`src/rtl/regfile_sb_if.sv`:
```
// Register-file bus: writeback, issue and the two read ports with their scoreboard bits.
interface regfile_sb_if #(
  parameter int unsigned XLEN = 32,
  parameter int unsigned NREG = 32
);
  localparam int unsigned AW = $clog2(NREG);

  logic            wr_en;
  logic [AW-1:0]   wr_addr;
  logic [XLEN-1:0] wr_data;
  logic            iss_en;
  logic [AW-1:0]   iss_addr;
  logic [AW-1:0]   rd_addr_a;
  logic [AW-1:0]   rd_addr_b;
  logic [XLEN-1:0] rd_data_a;
  logic [XLEN-1:0] rd_data_b;
  logic            busy_a;
  logic            busy_b;
  logic            init_done;

  modport master (
    output wr_en, wr_addr, wr_data, iss_en, iss_addr, rd_addr_a, rd_addr_b,
    input  rd_data_a, rd_data_b, busy_a, busy_b, init_done
  );

  modport slave (
    input  wr_en, wr_addr, wr_data, iss_en, iss_addr, rd_addr_a, rd_addr_b,
    output rd_data_a, rd_data_b, busy_a, busy_b, init_done
  );
endinterface

```
`src/rtl/regfile_sb.sv`:
```
// Two-read/one-write register file with a busy scoreboard and a post-reset clear sweep.
module regfile_sb #(
  parameter int unsigned XLEN = 32,
  parameter int unsigned NREG = 32
) (
  input  logic         clk,
  input  logic         rst,
  regfile_sb_if.slave  bus
);
  localparam int unsigned AW   = $clog2(NREG);
  localparam logic [AW-1:0] LAST = AW'(NREG - 1);

  typedef enum logic {CLEAR, RUN} state_t;

  state_t          state;
  logic [AW-1:0]   cnt;
  logic [XLEN-1:0] regs [NREG];
  logic [NREG-1:0] busy;
  logic [NREG-1:0] busy_nxt;
  logic            wr_ok;
  logic            iss_ok;
  logic [XLEN-1:0] rd_a_nxt;
  logic [XLEN-1:0] rd_b_nxt;
  logic [XLEN-1:0] rd_data_a;
  logic [XLEN-1:0] rd_data_b;
  logic            busy_a;
  logic            busy_b;
  logic            init_done;

  // Scoreboard update and write-through read data; register 0 is excluded everywhere.
  always_comb begin
    wr_ok    = bus.wr_en  && (bus.wr_addr  != '0);
    iss_ok   = bus.iss_en && (bus.iss_addr != '0);
    busy_nxt = busy;
    if (wr_ok)  busy_nxt[bus.wr_addr]  = 1'b0;
    if (iss_ok) busy_nxt[bus.iss_addr] = 1'b1;   // issue wins over same-cycle writeback

    rd_a_nxt = regs[bus.rd_addr_a];
    if (wr_ok && (bus.wr_addr == bus.rd_addr_a)) rd_a_nxt = bus.wr_data;
    if (bus.rd_addr_a == '0) rd_a_nxt = '0;

    rd_b_nxt = regs[bus.rd_addr_b];
    if (wr_ok && (bus.wr_addr == bus.rd_addr_b)) rd_b_nxt = bus.wr_data;
    if (bus.rd_addr_b == '0) rd_b_nxt = '0;
  end

  // Sweep/run FSM, storage and registered read outputs.
  always_ff @(posedge clk) begin
    if (rst) begin
      state     <= CLEAR;
      cnt       <= '0;
      busy      <= '0;
      rd_data_a <= '0;
      rd_data_b <= '0;
      busy_a    <= 1'b0;
      busy_b    <= 1'b0;
      init_done <= 1'b0;
    end else begin
      case (state)
        CLEAR: begin
          regs[cnt] <= '0;
          rd_data_a <= '0;
          rd_data_b <= '0;
          busy_a    <= 1'b0;
          busy_b    <= 1'b0;
          if (cnt == LAST) begin
            state     <= RUN;
            init_done <= 1'b1;
          end else begin
            cnt       <= cnt + AW'(1);
            init_done <= 1'b0;
          end
        end
        RUN: begin
          if (wr_ok) regs[bus.wr_addr] <= bus.wr_data;
          busy      <= busy_nxt;
          rd_data_a <= rd_a_nxt;
          rd_data_b <= rd_b_nxt;
          busy_a    <= busy_nxt[bus.rd_addr_a];
          busy_b    <= busy_nxt[bus.rd_addr_b];
          init_done <= 1'b1;
        end
      endcase
    end
  end

  assign bus.rd_data_a = rd_data_a;
  assign bus.rd_data_b = rd_data_b;
  assign bus.busy_a    = busy_a;
  assign bus.busy_b    = busy_b;
  assign bus.init_done = init_done;
endmodule
```
`src/flat_wrapper.sv`:
```
// flat-port wrapper written by rule: the top's interface ports become plain ports
module regfile_sb_flat 
#(
  parameter int unsigned XLEN = 32,
  parameter int unsigned NREG = 32
)
  (clk, rst, bus_wr_en, bus_wr_addr, bus_wr_data, bus_iss_en, bus_iss_addr, bus_rd_addr_a, bus_rd_addr_b, bus_rd_data_a, bus_rd_data_b, bus_busy_a, bus_busy_b, bus_init_done);
  regfile_sb_if #(.XLEN(XLEN), .NREG(NREG)) bus_i ();
  input  logic clk;
  input  logic rst;
  input wire logic [$bits(bus_i.wr_en)-1:0] bus_wr_en;
  input wire logic [$bits(bus_i.wr_addr)-1:0] bus_wr_addr;
  input wire logic [$bits(bus_i.wr_data)-1:0] bus_wr_data;
  input wire logic [$bits(bus_i.iss_en)-1:0] bus_iss_en;
  input wire logic [$bits(bus_i.iss_addr)-1:0] bus_iss_addr;
  input wire logic [$bits(bus_i.rd_addr_a)-1:0] bus_rd_addr_a;
  input wire logic [$bits(bus_i.rd_addr_b)-1:0] bus_rd_addr_b;
  output wire logic [$bits(bus_i.rd_data_a)-1:0] bus_rd_data_a;
  output wire logic [$bits(bus_i.rd_data_b)-1:0] bus_rd_data_b;
  output wire logic [$bits(bus_i.busy_a)-1:0] bus_busy_a;
  output wire logic [$bits(bus_i.busy_b)-1:0] bus_busy_b;
  output wire logic [$bits(bus_i.init_done)-1:0] bus_init_done;
  assign bus_i.wr_en = bus_wr_en;
  assign bus_i.wr_addr = bus_wr_addr;
  assign bus_i.wr_data = bus_wr_data;
  assign bus_i.iss_en = bus_iss_en;
  assign bus_i.iss_addr = bus_iss_addr;
  assign bus_i.rd_addr_a = bus_rd_addr_a;
  assign bus_i.rd_addr_b = bus_rd_addr_b;
  assign bus_rd_data_a = bus_i.rd_data_a;
  assign bus_rd_data_b = bus_i.rd_data_b;
  assign bus_busy_a = bus_i.busy_a;
  assign bus_busy_b = bus_i.busy_b;
  assign bus_init_done = bus_i.init_done;
  regfile_sb #(.XLEN(XLEN), .NREG(NREG)) u_core (.clk(clk), .rst(rst), .bus(bus_i));
endmodule
```
`config.mk`:
```
export PLATFORM = sky130hd
export DESIGN_NAME = regfile_sb_flat
export DESIGN_NICKNAME = d
export VERILOG_FILES = /design/src/rtl/regfile_sb_if.sv /design/src/rtl/regfile_sb.sv /design/src/flat_wrapper.sv
export SDC_FILE = /design/constraint.sdc
export NUM_CORES = 1
export LEC_CHECK = 0
export BUFFER_PORTS_ARGS = -buffer_cell sky130_fd_sc_hd__buf_2
export CORE_MARGIN = 2
export CORE_UTILIZATION = 63
export CTS_CLUSTER_SIZE = 40
export DETAILED_ROUTE_END_ITERATION = 8
export PLACE_DENSITY_LB_ADDON = 0.15
export SYNTH_ARGS = -nofsm -noshare
export SYNTH_HDL_FRONTEND = slang
export SYNTH_SLANG_ARGS = --single-unit
export TNS_END_PERCENT = 1
```
`constraint.sdc`:
```
create_clock -name clk -period 5.1 [get_ports clk]
set_clock_uncertainty 0.05 [all_clocks]
set_input_delay 1.275 -clock clk [delete_from_list [all_inputs] [get_ports clk]]
set_output_delay 1.275 -clock clk [all_outputs]
set_load 0.05 [all_outputs]
```
==> impl_metrics.json <==
{
  "yosys-top-cells-area": "edfxtp_1, mux4_2, mux2i_1",
  "clock-root-buffer": "clkbuf_16",
  "yosysSeqAreaShare_pct": 62.1,
  "portBuffers": 122,
  "grt_pass1_vias": 35700,
  "syn_nets": 3532,
  "dp_hpwl_um": 97000,
  "finalHoldViolCount": 0,
  "dieWidth_um": 294,
  "crit_required_ns": 5.35,
  "cp_data_arrival_time_ns": 4.09,
  "worst_path_max_delay_cell": "buf_4",
  "holdBufCountCts": 0,
  "cts_tree": "yes",
  "rows": 106,
  "synth_ff_type": "edfxtp_1",
  "r2r_setup_slack_ns": 1.70,
  "hold_class": "register to register",
  "r2r_start": "u_core.bus.init_done",
  "setup_ws_ns": 1.26,
  "ys_warn_count": 0,
  "gp_congestion": 1.07,
  "status": "completed",
  "drc": 0,
  "power.internal_mw": 15.3,
  "synth_common_cells": "edfxtp_1, mux2i_1, mux4_2",
  "die_area_um2": 86300,
  "netlist.area_leader.share_pct": 58.2,
  "comb_power_share_pct": 7.4,
  "grt_start_max_net_pins": 86,
  "critPathMostFrequentCell": "nor2_4",
  "cp.depth": 8,
  "grt_use_total_pct": 37.8,
  "synth_top_area_cell": "edfxtp_1",
  "drt_iter0_markers": 5377,
  "endpoint": "u_core.regs[11][18]",
  "grt_antenna_before_repair": 1,
  "initial_utilization_pct": 63.4,
  "vias": 36100,
  "switching_share_pct": 22.9,
  "p_leak_nw": 19.1,
  "netSwitchingPower_mw": 4.54,
  "period_needed_ns": 3.84,
  "end_kind": "register",
  "max_freq_ghz": 0.261,
  "grt_setup_unrepaired": "no",
  "dr.pass1.iters": 6,
  "relSlewSlack_pct": 27.3,
  "r2r-end": "u_core.regs[11][18]",
  "ys_types": 63,
  "grt_overflow": 0,
  "insertion_delay_ns": 0.69,
  "crit_path_max_incr_delay_ns": 0.55,
  "avgSynthCellArea_um2": 15.2,
  "p_per_area_nw_per_um2": 333,
  "yosys_register_bits": 1128,
  "cts_sinks": 1128,
  "synth_area_um2": 52900,
  "seq_power_share_pct": 50.5,
  "p_clk_share_pct": 42.1,
  "crit_chain": "buf_2 > or3_1 > o31ai_4 > nor2_4 > mux2i_1 > nand2_1 > nor2_4 > buf_4",
  "avgViaCountPerCell": 7.57,
  "cp-start-kind": "input pin",
  "r2r_cells": 7,
  "place_ws_ns": 0.621,
  "setup_viol": 0,
  "min_period_over_period_pct": 75.2,
  "drv_slew": 0,
  "cts.repair.resized": 0,
  "core_um2": 83400,
  "ant_nets": 0,
  "htree_num_levels": 3,
  "crit_buf_inv": 2,
  "clkTransAtPathRegs_ns": 0.06,
  "crit_type": "input pin to register",
  "syn2layout_area_growth_pct": 12.8,
  "grt_pass1_wl_um": 236000,
  "wire_per_inst_um": 34.1,
  "drv_cap": 0,
  "ioPinCount": 123,
  "cp_max_fo": 25,
  "critPathTopFamily": "simple AND/OR/NAND/NOR gates",
  "synth.most_common_cell": "edfxtp_1",
  "fin_setup_tns_ns": 0,
  "die_h_um": 294,
  "nets": 3644,
  "postCtsSetupBuffers": 0,
  "startpoint": "bus_wr_addr[4]",
  "synth-edff-count": 1024,
  "cts_buffers": 114,
  "syn_inst": 3474,
  "async_flop_share_pct": 0,
  "tightest_slew_ns": 1.09,
  "ir_drop_uv": 302,
  "cts.path.max_buffers": 3,
  "fill_cells": 5199,
  "drive_gt1_share_pct": 22.6,
  "drt_wl_total_um": 163000
}
-- layer usage --
metal  track usage, %  share of wire (%)  wire length (µm)  vias to the layer above
met5                0              0.012                20                        -
met4             19.9                5.9              9550                        2
met3             8.93                 12             19800                      576
met2             58.0                 46             75000                     2895
met1             50.8                 36             58600                    18100
li1                 -                  -                 -                    14500
-- power by group through the flow --
stage                     clock (mW)  sequential (mW)  combinational (mW)
final                           8.36             10.0                1.46
after CTS                       8.40             10.0                1.42
after global placement             0             10.2                1.39
after global routing            8.75             10.0                1.51
after detailed placement           0             10.2                1.42
after floorplan                    0             10.2               0.897
-- registers in the layout, indices dropped and copies added, names as in the netlist --
name                  count
u_core.regs            1024
u_core.bus.rd_data_a     32
u_core.bus.rd_data_b     32
u_core.busy              32
u_core.cnt                5
u_core.bus.busy_a         1
u_core.bus.busy_b         1
u_core.bus.init_done      1
-- tightest hold or removal path, delay by kind of cell, from the launching register on --
| family | cells | cell delay [ns] |
|---|---|---|
| flops | 1 | 0.32 |
| simple gates | 1 | 0.04 |
| compound gates | 1 | 0.06 |
-- worst min-delay path by stage --
stage / slack, ns / to / cells after the start / from
global route: 0.44 / u_core.busy[21] / 1 / u_core.busy[21]
finish: 0.41 / u_core.busy[11] / 2 / u_core.busy[11]
floorplan: 0.37 / u_core.busy[11] / 2 / u_core.busy[11]
detailed placement: 0.39 / u_core.busy[25] / 2 / u_core.busy[25]
CTS: 0.41 / u_core.busy[11] / 2 / u_core.busy[11]
global placement: 0.38 / u_core.busy[11] / 2 / u_core.busy[11]
-- layout make-up --
type / count / area (µm²) / share of cell area, %
antenna: 7 / 17.5 / 0.0294
clock buffer: 157 / 3240 / 5.43
clock inverter: 58 / 546 / 0.915
inverter: 6 / 23.8 / 0.0399
multi-input combinational: 2059 / 19200 / 32.1
sequential: 1128 / 32800 / 55.1
tap: 1080 / 1350 / 2.27
timing repair buffer: 277 / 2450 / 4.12
-- cell families after synthesis --
logic type / count (synthesis) / synth area share, %
adder cells (fa/ha/maj): 2 / 0.0473
AO/OA/AOI/OAI: 776 / 10.1
buffers and inverters: 287 / 2.24
flip-flops: 1128 / 62.1
multiplexers: 782 / 21.1
AND/OR/NAND/NOR: 486 / 4.16
XOR/XNOR: 13 / 0.215
-- layout by cell type (no fill, tap or decap), types with 5 or more instances in the layout --
cell | synthesis | final
nand3b_1 | 9 | 9
mux2_2 | 67 | 67
a221oi_1 | 193 | 193
a211oi_1 | 7 | 7
a311oi_1 | 7 | 7
nor4_1 | 6 | 6
clkinv_2 | 0 | 23
buf_4 | 1 | 108
a21oi_1 | 78 | 76
nand2_1 | 174 | 174
diode_2 | 0 | 7
a22oi_1 | 127 | 127
nor3_1 | 10 | 10
mux2i_1 | 455 | 455
nor2_4 | 0 | 35
buf_12 | 0 | 51
clkbuf_8 | 0 | 18
a22o_1 | 13 | 13
clkbuf_1 | 176 | 22
clkbuf_16 | 0 | 116
clkinv_1 | 1 | 20
mux4_2 | 260 | 260
nand2b_1 | 8 | 7
o21ai_0 | 216 | 216
o211ai_1 | 65 | 65
o21a_1 | 9 | 9
nor2_1 | 137 | 102
dfxtp_1 | 104 | 104
buf_2 | 82 | 114
xor2_1 | 7 | 7
o22ai_1 | 31 | 31
bufinv_16 | 0 | 7
and2_1 | 32 | 32
nand3_1 | 78 | 77
edfxtp_1 | 1024 | 1024
o21ai_1 | 5 | 5
xnor2_1 | 6 | 6
-- stage by stage --
| stage | std cells | hold WS, ns | utilization, % | area (µm²) | power [mW] |
|---|---|---|---|---|---|
| 2_1_floorplan | 3474 | 0.369 | - | 52900 | 11.1 |
| 3_3_place_gp | 4550 | 0.382 | 66.9 | 55800 | 11.6 |
| 3_5_place_dp | 4550 | 0.391 | 66.9 | 55800 | 11.6 |
| 4_1_cts | 4765 | 0.413 | 71.5 | 59600 | 19.9 |
| 5_1_grt | 4765 | 0.437 | 71.5 | 59600 | 20.3 |
| 6_report | 4772 | 0.415 | 71.5 | 59600 | 19.9 |
(Power assumes the default switching activity.)
